`src/rtl/stepper_motion_ctrl_if.sv`:
```
// Move-command channel between host logic and the stepper motion controller.
// The host drives valid/steps/dir/period; the controller returns ready.
interface stepper_motion_ctrl_if;
    logic        cmd_valid;
    logic        cmd_ready;
    logic [15:0] cmd_steps;
    logic        cmd_dir;
    logic [31:0] cmd_period;

    modport master (
        output cmd_valid,
        output cmd_steps,
        output cmd_dir,
        output cmd_period,
        input  cmd_ready
    );

    modport slave (
        input  cmd_valid,
        input  cmd_steps,
        input  cmd_dir,
        input  cmd_period,
        output cmd_ready
    );
endinterface

```
`src/rtl/stepper_motion_ctrl.sv`:
```
// Half-step motion controller: linear accel/cruise/decel strobe profile, position tracking, coil hold.
// First strobe START_PERIOD clocks after accept; cmd_ready only while idle, so one move is in flight at a time.
module stepper_motion_ctrl #(
    parameter int unsigned START_PERIOD = 200000,
    parameter int unsigned MIN_PERIOD   = 50000,
    parameter int unsigned RAMP_DEC     = 5000,
    parameter int unsigned HOLD_CYCLES  = 50000
) (
    input  logic                 clock,
    input  logic                 reset,
    stepper_motion_ctrl_if.slave cmd,
    input  logic                 abort,
    output logic                 step_pulse,
    output logic                 dir,
    output logic                 en,
    output logic                 busy,
    output logic                 done,
    output logic signed [31:0]   position
);
    localparam logic [31:0] START_P = 32'(START_PERIOD);
    localparam logic [31:0] MIN_P   = 32'(MIN_PERIOD);
    localparam logic [31:0] RAMP_P  = 32'(RAMP_DEC);
    localparam logic [31:0] HOLD_P  = 32'(HOLD_CYCLES);

    typedef enum logic [2:0] {IDLE, ACCEL, CRUISE, DECEL, HOLD} state_t;

    state_t             state_q, state_d;
    logic [31:0]        timer_q, timer_d;
    logic [31:0]        cur_period_q, cur_period_d;
    logic [31:0]        target_q, target_d;
    logic [31:0]        hold_q, hold_d;
    logic [15:0]        remaining_q, remaining_d;
    logic [15:0]        ramp_q, ramp_d;
    logic               step_pulse_q, step_pulse_d;
    logic               dir_q, dir_d;
    logic               en_q, en_d;
    logic               done_q, done_d;
    logic signed [31:0] position_q, position_d;

    logic [31:0] cmd_target;
    logic [31:0] period_up;
    logic [31:0] period_dn;
    logic [32:0] up_sum;
    logic [32:0] dn_floor;
    logic [15:0] rem_after;
    logic [15:0] ramp_inc;
    logic [15:0] abort_rem;
    logic        strobe;

    // Ramp arithmetic is done one bit wider so neither saturation can wrap.
    always_comb begin
        cmd_target = cmd.cmd_period;
        if (cmd.cmd_period < MIN_P) begin
            cmd_target = MIN_P;
        end else if (cmd.cmd_period > START_P) begin
            cmd_target = START_P;
        end
        up_sum    = {1'b0, cur_period_q} + {1'b0, RAMP_P};
        period_up = (up_sum >= {1'b0, START_P}) ? START_P : up_sum[31:0];
        dn_floor  = {1'b0, target_q} + {1'b0, RAMP_P};
        period_dn = ({1'b0, cur_period_q} <= dn_floor) ? target_q : (cur_period_q - RAMP_P);
        rem_after = remaining_q - 16'd1;
        ramp_inc  = ramp_q + 16'd1;
        abort_rem = (ramp_q == 16'd0) ? 16'd1 :
                    ((remaining_q < ramp_q) ? remaining_q : ramp_q);
        strobe    = (timer_q == cur_period_q - 32'd1);
    end

    always_comb begin
        state_d      = state_q;
        timer_d      = timer_q;
        cur_period_d = cur_period_q;
        target_d     = target_q;
        hold_d       = hold_q;
        remaining_d  = remaining_q;
        ramp_d       = ramp_q;
        step_pulse_d = 1'b0;
        dir_d        = dir_q;
        en_d         = en_q;
        done_d       = 1'b0;
        position_d   = position_q;

        case (state_q)
            IDLE: begin
                if (cmd.cmd_valid) begin
                    dir_d        = cmd.cmd_dir;
                    remaining_d  = cmd.cmd_steps;
                    target_d     = cmd_target;
                    cur_period_d = START_P;
                    timer_d      = '0;
                    ramp_d       = '0;
                    if (cmd.cmd_steps == 16'd0) begin
                        done_d = 1'b1;
                    end else begin
                        en_d    = 1'b1;
                        state_d = (cmd_target == START_P) ? CRUISE : ACCEL;
                    end
                end
            end
            ACCEL, CRUISE, DECEL: begin
                if (strobe) begin
                    step_pulse_d = 1'b1;
                    timer_d      = '0;
                    remaining_d  = rem_after;
                    position_d   = dir_q ? (position_q + 32'sd1) : (position_q - 32'sd1);
                    if (rem_after == 16'd0) begin
                        state_d = HOLD;
                        hold_d  = '0;
                    end else if (state_q == ACCEL) begin
                        ramp_d = ramp_inc;
                        // Short moves turn around before reaching the cruise rate.
                        if (rem_after <= ramp_inc) begin
                            state_d      = DECEL;
                            cur_period_d = period_up;
                        end else begin
                            cur_period_d = period_dn;
                            if (period_dn == target_q) begin
                                state_d = CRUISE;
                            end
                        end
                    end else if (state_q == CRUISE) begin
                        if (rem_after <= ramp_q) begin
                            state_d      = DECEL;
                            cur_period_d = period_up;
                        end
                    end else begin
                        cur_period_d = period_up;
                    end
                end else if (abort && (state_q != DECEL)) begin
                    // Controlled stop: retrace the ramp already climbed, at least one step.
                    state_d      = DECEL;
                    remaining_d  = abort_rem;
                    cur_period_d = period_up;
                    timer_d      = '0;
                end else begin
                    timer_d = timer_q + 32'd1;
                end
            end
            HOLD: begin
                if (hold_q == HOLD_P - 32'd1) begin
                    en_d    = 1'b0;
                    done_d  = 1'b1;
                    state_d = IDLE;
                end else begin
                    hold_d = hold_q + 32'd1;
                end
            end
            default: begin
                state_d = IDLE;
                en_d    = 1'b0;
            end
        endcase
    end

    always_ff @(posedge clock or negedge reset) begin
        if (!reset) begin
            state_q      <= IDLE;
            timer_q      <= '0;
            cur_period_q <= START_P;
            target_q     <= START_P;
            hold_q       <= '0;
            remaining_q  <= '0;
            ramp_q       <= '0;
            step_pulse_q <= 1'b0;
            dir_q        <= 1'b0;
            en_q         <= 1'b0;
            done_q       <= 1'b0;
            position_q   <= '0;
        end else begin
            state_q      <= state_d;
            timer_q      <= timer_d;
            cur_period_q <= cur_period_d;
            target_q     <= target_d;
            hold_q       <= hold_d;
            remaining_q  <= remaining_d;
            ramp_q       <= ramp_d;
            step_pulse_q <= step_pulse_d;
            dir_q        <= dir_d;
            en_q         <= en_d;
            done_q       <= done_d;
            position_q   <= position_d;
        end
    end

    assign cmd.cmd_ready = (state_q == IDLE);
    assign busy          = (state_q != IDLE);
    assign step_pulse    = step_pulse_q;
    assign dir           = dir_q;
    assign en            = en_q;
    assign done          = done_q;
    assign position      = position_q;
endmodule

```
`src/flat_wrapper.sv`:
```
// flat-port wrapper written by rule: the top's interface ports become plain ports
module stepper_motion_ctrl_flat 
#(
    parameter int unsigned START_PERIOD = 200000,
    parameter int unsigned MIN_PERIOD   = 50000,
    parameter int unsigned RAMP_DEC     = 5000,
    parameter int unsigned HOLD_CYCLES  = 50000
)
  (clock, reset, abort, step_pulse, dir, en, busy, done, position, cmd_cmd_valid, cmd_cmd_steps, cmd_cmd_dir, cmd_cmd_period, cmd_cmd_ready);
  stepper_motion_ctrl_if cmd_i ();
  input  logic clock;
  input  logic reset;
  input  logic abort;
  output logic step_pulse;
  output logic dir;
  output logic en;
  output logic busy;
  output logic done;
  output logic signed [31:0] position;
  input wire logic [$bits(cmd_i.cmd_valid)-1:0] cmd_cmd_valid;
  input wire logic [$bits(cmd_i.cmd_steps)-1:0] cmd_cmd_steps;
  input wire logic [$bits(cmd_i.cmd_dir)-1:0] cmd_cmd_dir;
  input wire logic [$bits(cmd_i.cmd_period)-1:0] cmd_cmd_period;
  output wire logic [$bits(cmd_i.cmd_ready)-1:0] cmd_cmd_ready;
  assign cmd_i.cmd_valid = cmd_cmd_valid;
  assign cmd_i.cmd_steps = cmd_cmd_steps;
  assign cmd_i.cmd_dir = cmd_cmd_dir;
  assign cmd_i.cmd_period = cmd_cmd_period;
  assign cmd_cmd_ready = cmd_i.cmd_ready;
  stepper_motion_ctrl #(.START_PERIOD(START_PERIOD), .MIN_PERIOD(MIN_PERIOD), .RAMP_DEC(RAMP_DEC), .HOLD_CYCLES(HOLD_CYCLES)) u_core (.clock(clock), .reset(reset), .cmd(cmd_i), .abort(abort), .step_pulse(step_pulse), .dir(dir), .en(en), .busy(busy), .done(done), .position(position));
endmodule
```
`config.mk`:
```
export PLATFORM = sky130hd
export DESIGN_NAME = stepper_motion_ctrl_flat
export DESIGN_NICKNAME = d
export VERILOG_FILES = /design/src/rtl/stepper_motion_ctrl_if.sv /design/src/rtl/stepper_motion_ctrl.sv /design/src/flat_wrapper.sv
export SDC_FILE = /design/constraint.sdc
export NUM_CORES = 1
export LEC_CHECK = 0
export CORE_ASPECT_RATIO = 1.75
export CORE_MARGIN = 5
export CORE_UTILIZATION = 35
export DETAILED_ROUTE_END_ITERATION = 12
export GPL_TIMING_DRIVEN = 0
export PLACE_DENSITY_LB_ADDON = 0.08
export SYNTH_ARGS = -nofsm -noshare
export SYNTH_HDL_FRONTEND = slang
export SYNTH_SLANG_ARGS = --single-unit
```
`constraint.sdc`:
```
create_clock -name clock -period 5.7 [get_ports clock]
set_clock_uncertainty 0.15 [all_clocks]
set_input_delay 1.14 -clock clock [delete_from_list [all_inputs] [get_ports clock]]
set_output_delay 1.14 -clock clock [all_outputs]
set_load 0.05 [all_outputs]
```
==> flow_results.org <==
** Status
- The flow ran to the end, and the final reports show no timing, DRC or antenna violations.

** Critical path
- Top delay family on crit path :: simple AND/OR/NAND/NOR gates
- The worst setup path is captured at a flip-flop.
- For the worst setup path, the data arrival time is 5.76 ns.
- Worst-path cell chain :: clkbuf_1 -> nor4_2 -> nand2_1 -> nor4b_1 -> xor2_1 -> ha_1 -> and4_1 -> a221oi_1 -> nand2b_1 -> o31a_1 -> nor2_1 -> or4b_1 -> buf_2 -> or2_4 -> buf_6 -> o21ai_1 -> o2bb2ai_1
- The critical path is of the reg -> reg type.
- Number of buffers and inverters on the critical path :: 3
- Of all nets on the critical path, the largest fanout is 10.
- STA classifies the critical path startpoint as a flip-flop.
- In this design, the stage delay of the slowest critical-path cell is 0.65 ns.
- STA puts the critical path data required time at 5.93 ns.
- The slowest stage of the critical path is the nor4_2 cell.

** Global route
- The initial antenna violation count is 0.
- The via count of the first global-routing pass came to 17,200.
- Global routing consumed, over all layers together, 23.6% of the routing resources.
- Pin count of the biggest net entering global routing :: 84
- After global routing the overflow that remains totals 0.
- First-pass GRT wire length :: 97,900 um

** Final layout
- Fraction of layout cells with a size suffix above 1 :: 6.31%
- Fill cells in the final layout number 5,083.
- The finished cells cover 19,500 um2.
- Antenna diodes :: 0
- Fin nets :: 2,399
- Synth-to-Final Area Change :: 14.2%
- Summing all multi-input logic gate instances after layout gives 11,500 um2.
- Across the whole layout, storage elements account for 4990 um2.

** Power
- Net switching is 37.4% of the power.
- Power density normalized to cell area :: 201 nW/um2
- Overall power of the completed layout :: 3.92 mW
- In this run, flip-flops and latches consume 39.1% of the power.
- Combinational group share of total power :: 28.8%
- The clock network is responsible for 32.1% of the overall power.
- Across the VDD grid, the largest voltage drop is 0.167 mV.
- LEAKAGE :: 8.36 nW
- Internal power summed over all cells :: 2.46 mW
- For this design the total switching power over the nets is 1.47 mW.

** Synth
- Synth warn :: 0
- Avg Inst Size Synth :: 8.11 um2
- Post-synthesis sequential area ratio :: 29.2%
- Top cells by area in the synthesized netlist :: dfrtp_1 (27%), ha_1 (8.9%), xnor2_1 (5.9%), nand2_1 (4.5%), xor2_1 (4.5%)
- Synthesis instantiated 91 different standard cells from the library.
- Synth async-reset ratio :: 100%
- The synthesized design contains 0 enable-type register cells.
- The synthesized netlist occupies a cell area of 17,100 um2.
- In the synthesized netlist the dominant register cell turns out to be dfrtp_1.
- Net count after synthesis :: 2,288
- Yosys reg bits :: 199
- Largest area contributor in the synthesized netlist :: dfrtp_1
- Cell count after synthesis :: 2,112
- Fraction of synthesized cell area taken by the top area cell type :: 27.3%

** Route
- Number of iterations in the first detailed-routing pass :: 6
- Wires add up to 63,400 um.
- In this run the remaining antenna-violating nets after routing total 0.
- Number of vias per cell :: 5.72
- For this block, the initial DRC count from the detailed router was 792.
- Vias after detailed routing :: 16,500
- Drc violations :: 0
- In the final routed layout, each cell accounts on average for 21.9 um.

** Timing
- Final-report hold violation count :: 0
- Timing-limited maximum frequency :: 181 MHz
- Max-slew violation count :: 0
- Transition time of the tightest slew-check pin :: 1.24 ns
- Headroom to the max-slew limit came out at 17.2%.
- Final Setup Violations :: 0
- The routed design could run at a clock period as short as 5.53 ns.
- After layout, the worst path uses 97.0% of the clock period.
- RSZ-0062 raised after global routing :: no

** Run
- Max-capacitance violation count :: 0

** Floorplan
- Count of boundary I/O pins :: 91
- The die is 303 um tall.
- The die covers 53,600 um2.
- After floorplanning, the core was divided into 107 placement rows.
- Initial Utilization :: 35.2%
- In this run the horizontal extent of the chip is 177 um.
- Placeable Area :: 48,600 um2

** Clock tree
- Clock transition at the registers of the reported paths :: 0.08 ns
- Clock tree buffer depth :: 2
- Worst skew pair latency :: 0.47 ns
- Root buffer selected by CTS :: clkbuf_16
- The H-tree was split into 4 levels.
- After clock tree synthesis, the flow added hold-fix buffers numbering 0.
- Postcts setup bufs :: 0
- The clock net in this run drives a total of 199 sinks.
- TritonCTS clock tree :: built
- Clock buffers created by TritonCTS :: 17

** Place
- Detailed placement finished with a half-perimeter wire length of 50,600 um.
- The congestion estimate from routability-driven global placement came to 0.951.
- Port buffering added 90 buffers.
- Post-place instance area :: 18,900 um2

** Worst hold path
- Path type of the worst min-delay path :: reg -> reg
-- synthesized netlist by cell type (all sizes together), types with 6 or more instances --
library cell and n:
o21ai 156, nand2 207, a211oi 15, a2111oi 6, nor2 190, nor4 60
nand2b 16, and2 25, o211ai 21, dfrtp 187, a22oi 6, o21a 15
dfstp 12, nand3 79, xnor2 116, ha 122, o21bai 7, a21boi 6
xor2 88, or2 9, or4 11, nand4 59, a22o 17, a31oi 52
clkbuf 96, a21o 31, mux2i 17, and4 15, a21oi 130, buf 35
or3 18, o2bb2ai 14, nand3b 6, o31ai 14, nor2b 21, inv 51
and3 36, nor3 51, mux2 12
-- per-layer routing --
metal	part of all wire, %	global-route usage (%)	vias to the layer above
met5	0	0	-
met4	7.4	16.0	0
met3	2.8	2.62	194
met2	55	45.2	392
met1	35	23.5	8008
li1	-	-	7936
-- power groups by stage --
stage               Combinational, mW  Sequential [mW]  Clock [mW]
floorplan                       0.738             1.52           0
global placement                 1.09             1.56           0
detailed placement               1.11             1.56           0
CTS                              1.11             1.53        1.30
global route                     1.22             1.54        1.35
finish                           1.13             1.53        1.26
-- metrics by stage --
stage	util (%)	TNS (ns)	setup WS (ns)	cells	hold slack, ns
after floorplan	-	0	1.07	2112	0.303
after global placement	38.8	-1210.28	-6.29	2856	0.313
after detailed placement	38.9	-3.41	-0.313	2859	0.321
after CTS	40.1	0	0.0164	2891	0.337
after global routing	40.2	0	0.00396	2890	0.357
final	40.2	0	0.173	2890	0.335
-- path summary, 6_finish.rpt --
check                                           start                       to  slack [ns]  cells after the start
worst max-delay path            u_core.remaining_q[2]  u_core.cur_period_q[22]        0.17                     17
worst min-delay path              u_core.position[31]      u_core.position[31]        0.33                      1
worst max register to register  u_core.remaining_q[2]  u_core.cur_period_q[22]        0.17                     17
worst min register to register    u_core.position[31]      u_core.position[31]        0.33                      1
max in group asynchronous                       reset       u_core.target_q[8]        3.76                      3
min in group asynchronous                       reset       u_core.timer_q[28]        0.39                      1
-- cell usage in the layout (no fill, tap or decap), types with 24 or more instances in the layout --
master           instances
xor2_1                  88
a21oi_1                129
and3_1                  36
nor3_1                  46
nand4_1                 57
and2_1                  24
nor2_1                 189
nand2_1                206
inv_1                   51
nor4_1                  51
xnor2_1                116
a21o_1                  31
nand3_1                 79
dfrtp_1                187
buf_2                   26
a31oi_1                 51
clkbuf_1                90
clkdlybuf4s50_1         89
ha_1                   121
o21ai_0                141
-- sequential cells by signal, indices dropped and copies added, names as in the netlist --
| register | cells |
|---|---|
| u_core.hold_q | 32 |
| u_core.ramp_q | 16 |
| u_core.dir | 1 |
| u_core.target_q | 32 |
| u_core.cur_period_q | 32 |
| u_core.state_q | 3 |
| u_core.remaining_q | 16 |
| u_core.step_pulse | 1 |
| u_core.position | 32 |
| u_core.done | 1 |
| u_core.en | 1 |
| u_core.timer_q | 32 |
-- area by class of cell --
class	instances	area share, %
repair buffers	93	4.95
flip-flops and latches	199	25.6
clock buffers	19	2.27
inverters	51	0.979
clock inverters	13	0.691
multi-input cells	1731	58.6
plain buffers	130	2.78
well taps	654	4.19
-- logic make-up after synthesis --
group	Yosys count	synth area share (%)
adders and majority gates	125	9.15
AOI/OAI and AO/OA	545	20.2
muxes	29	1.78
xor gates and xnor gates	205	10.6
buffers and inverters	182	4.25
and+or+nand+nor	827	24.8
DFF	199	29.2
-- repair_timing --
action / in CTS / in global routing
setup endpoints to repair: 29 / 82
gates resized for setup: 5 / 20
cloned: 0 / 0
Note: power is estimated with default switching activity, not from simulation.
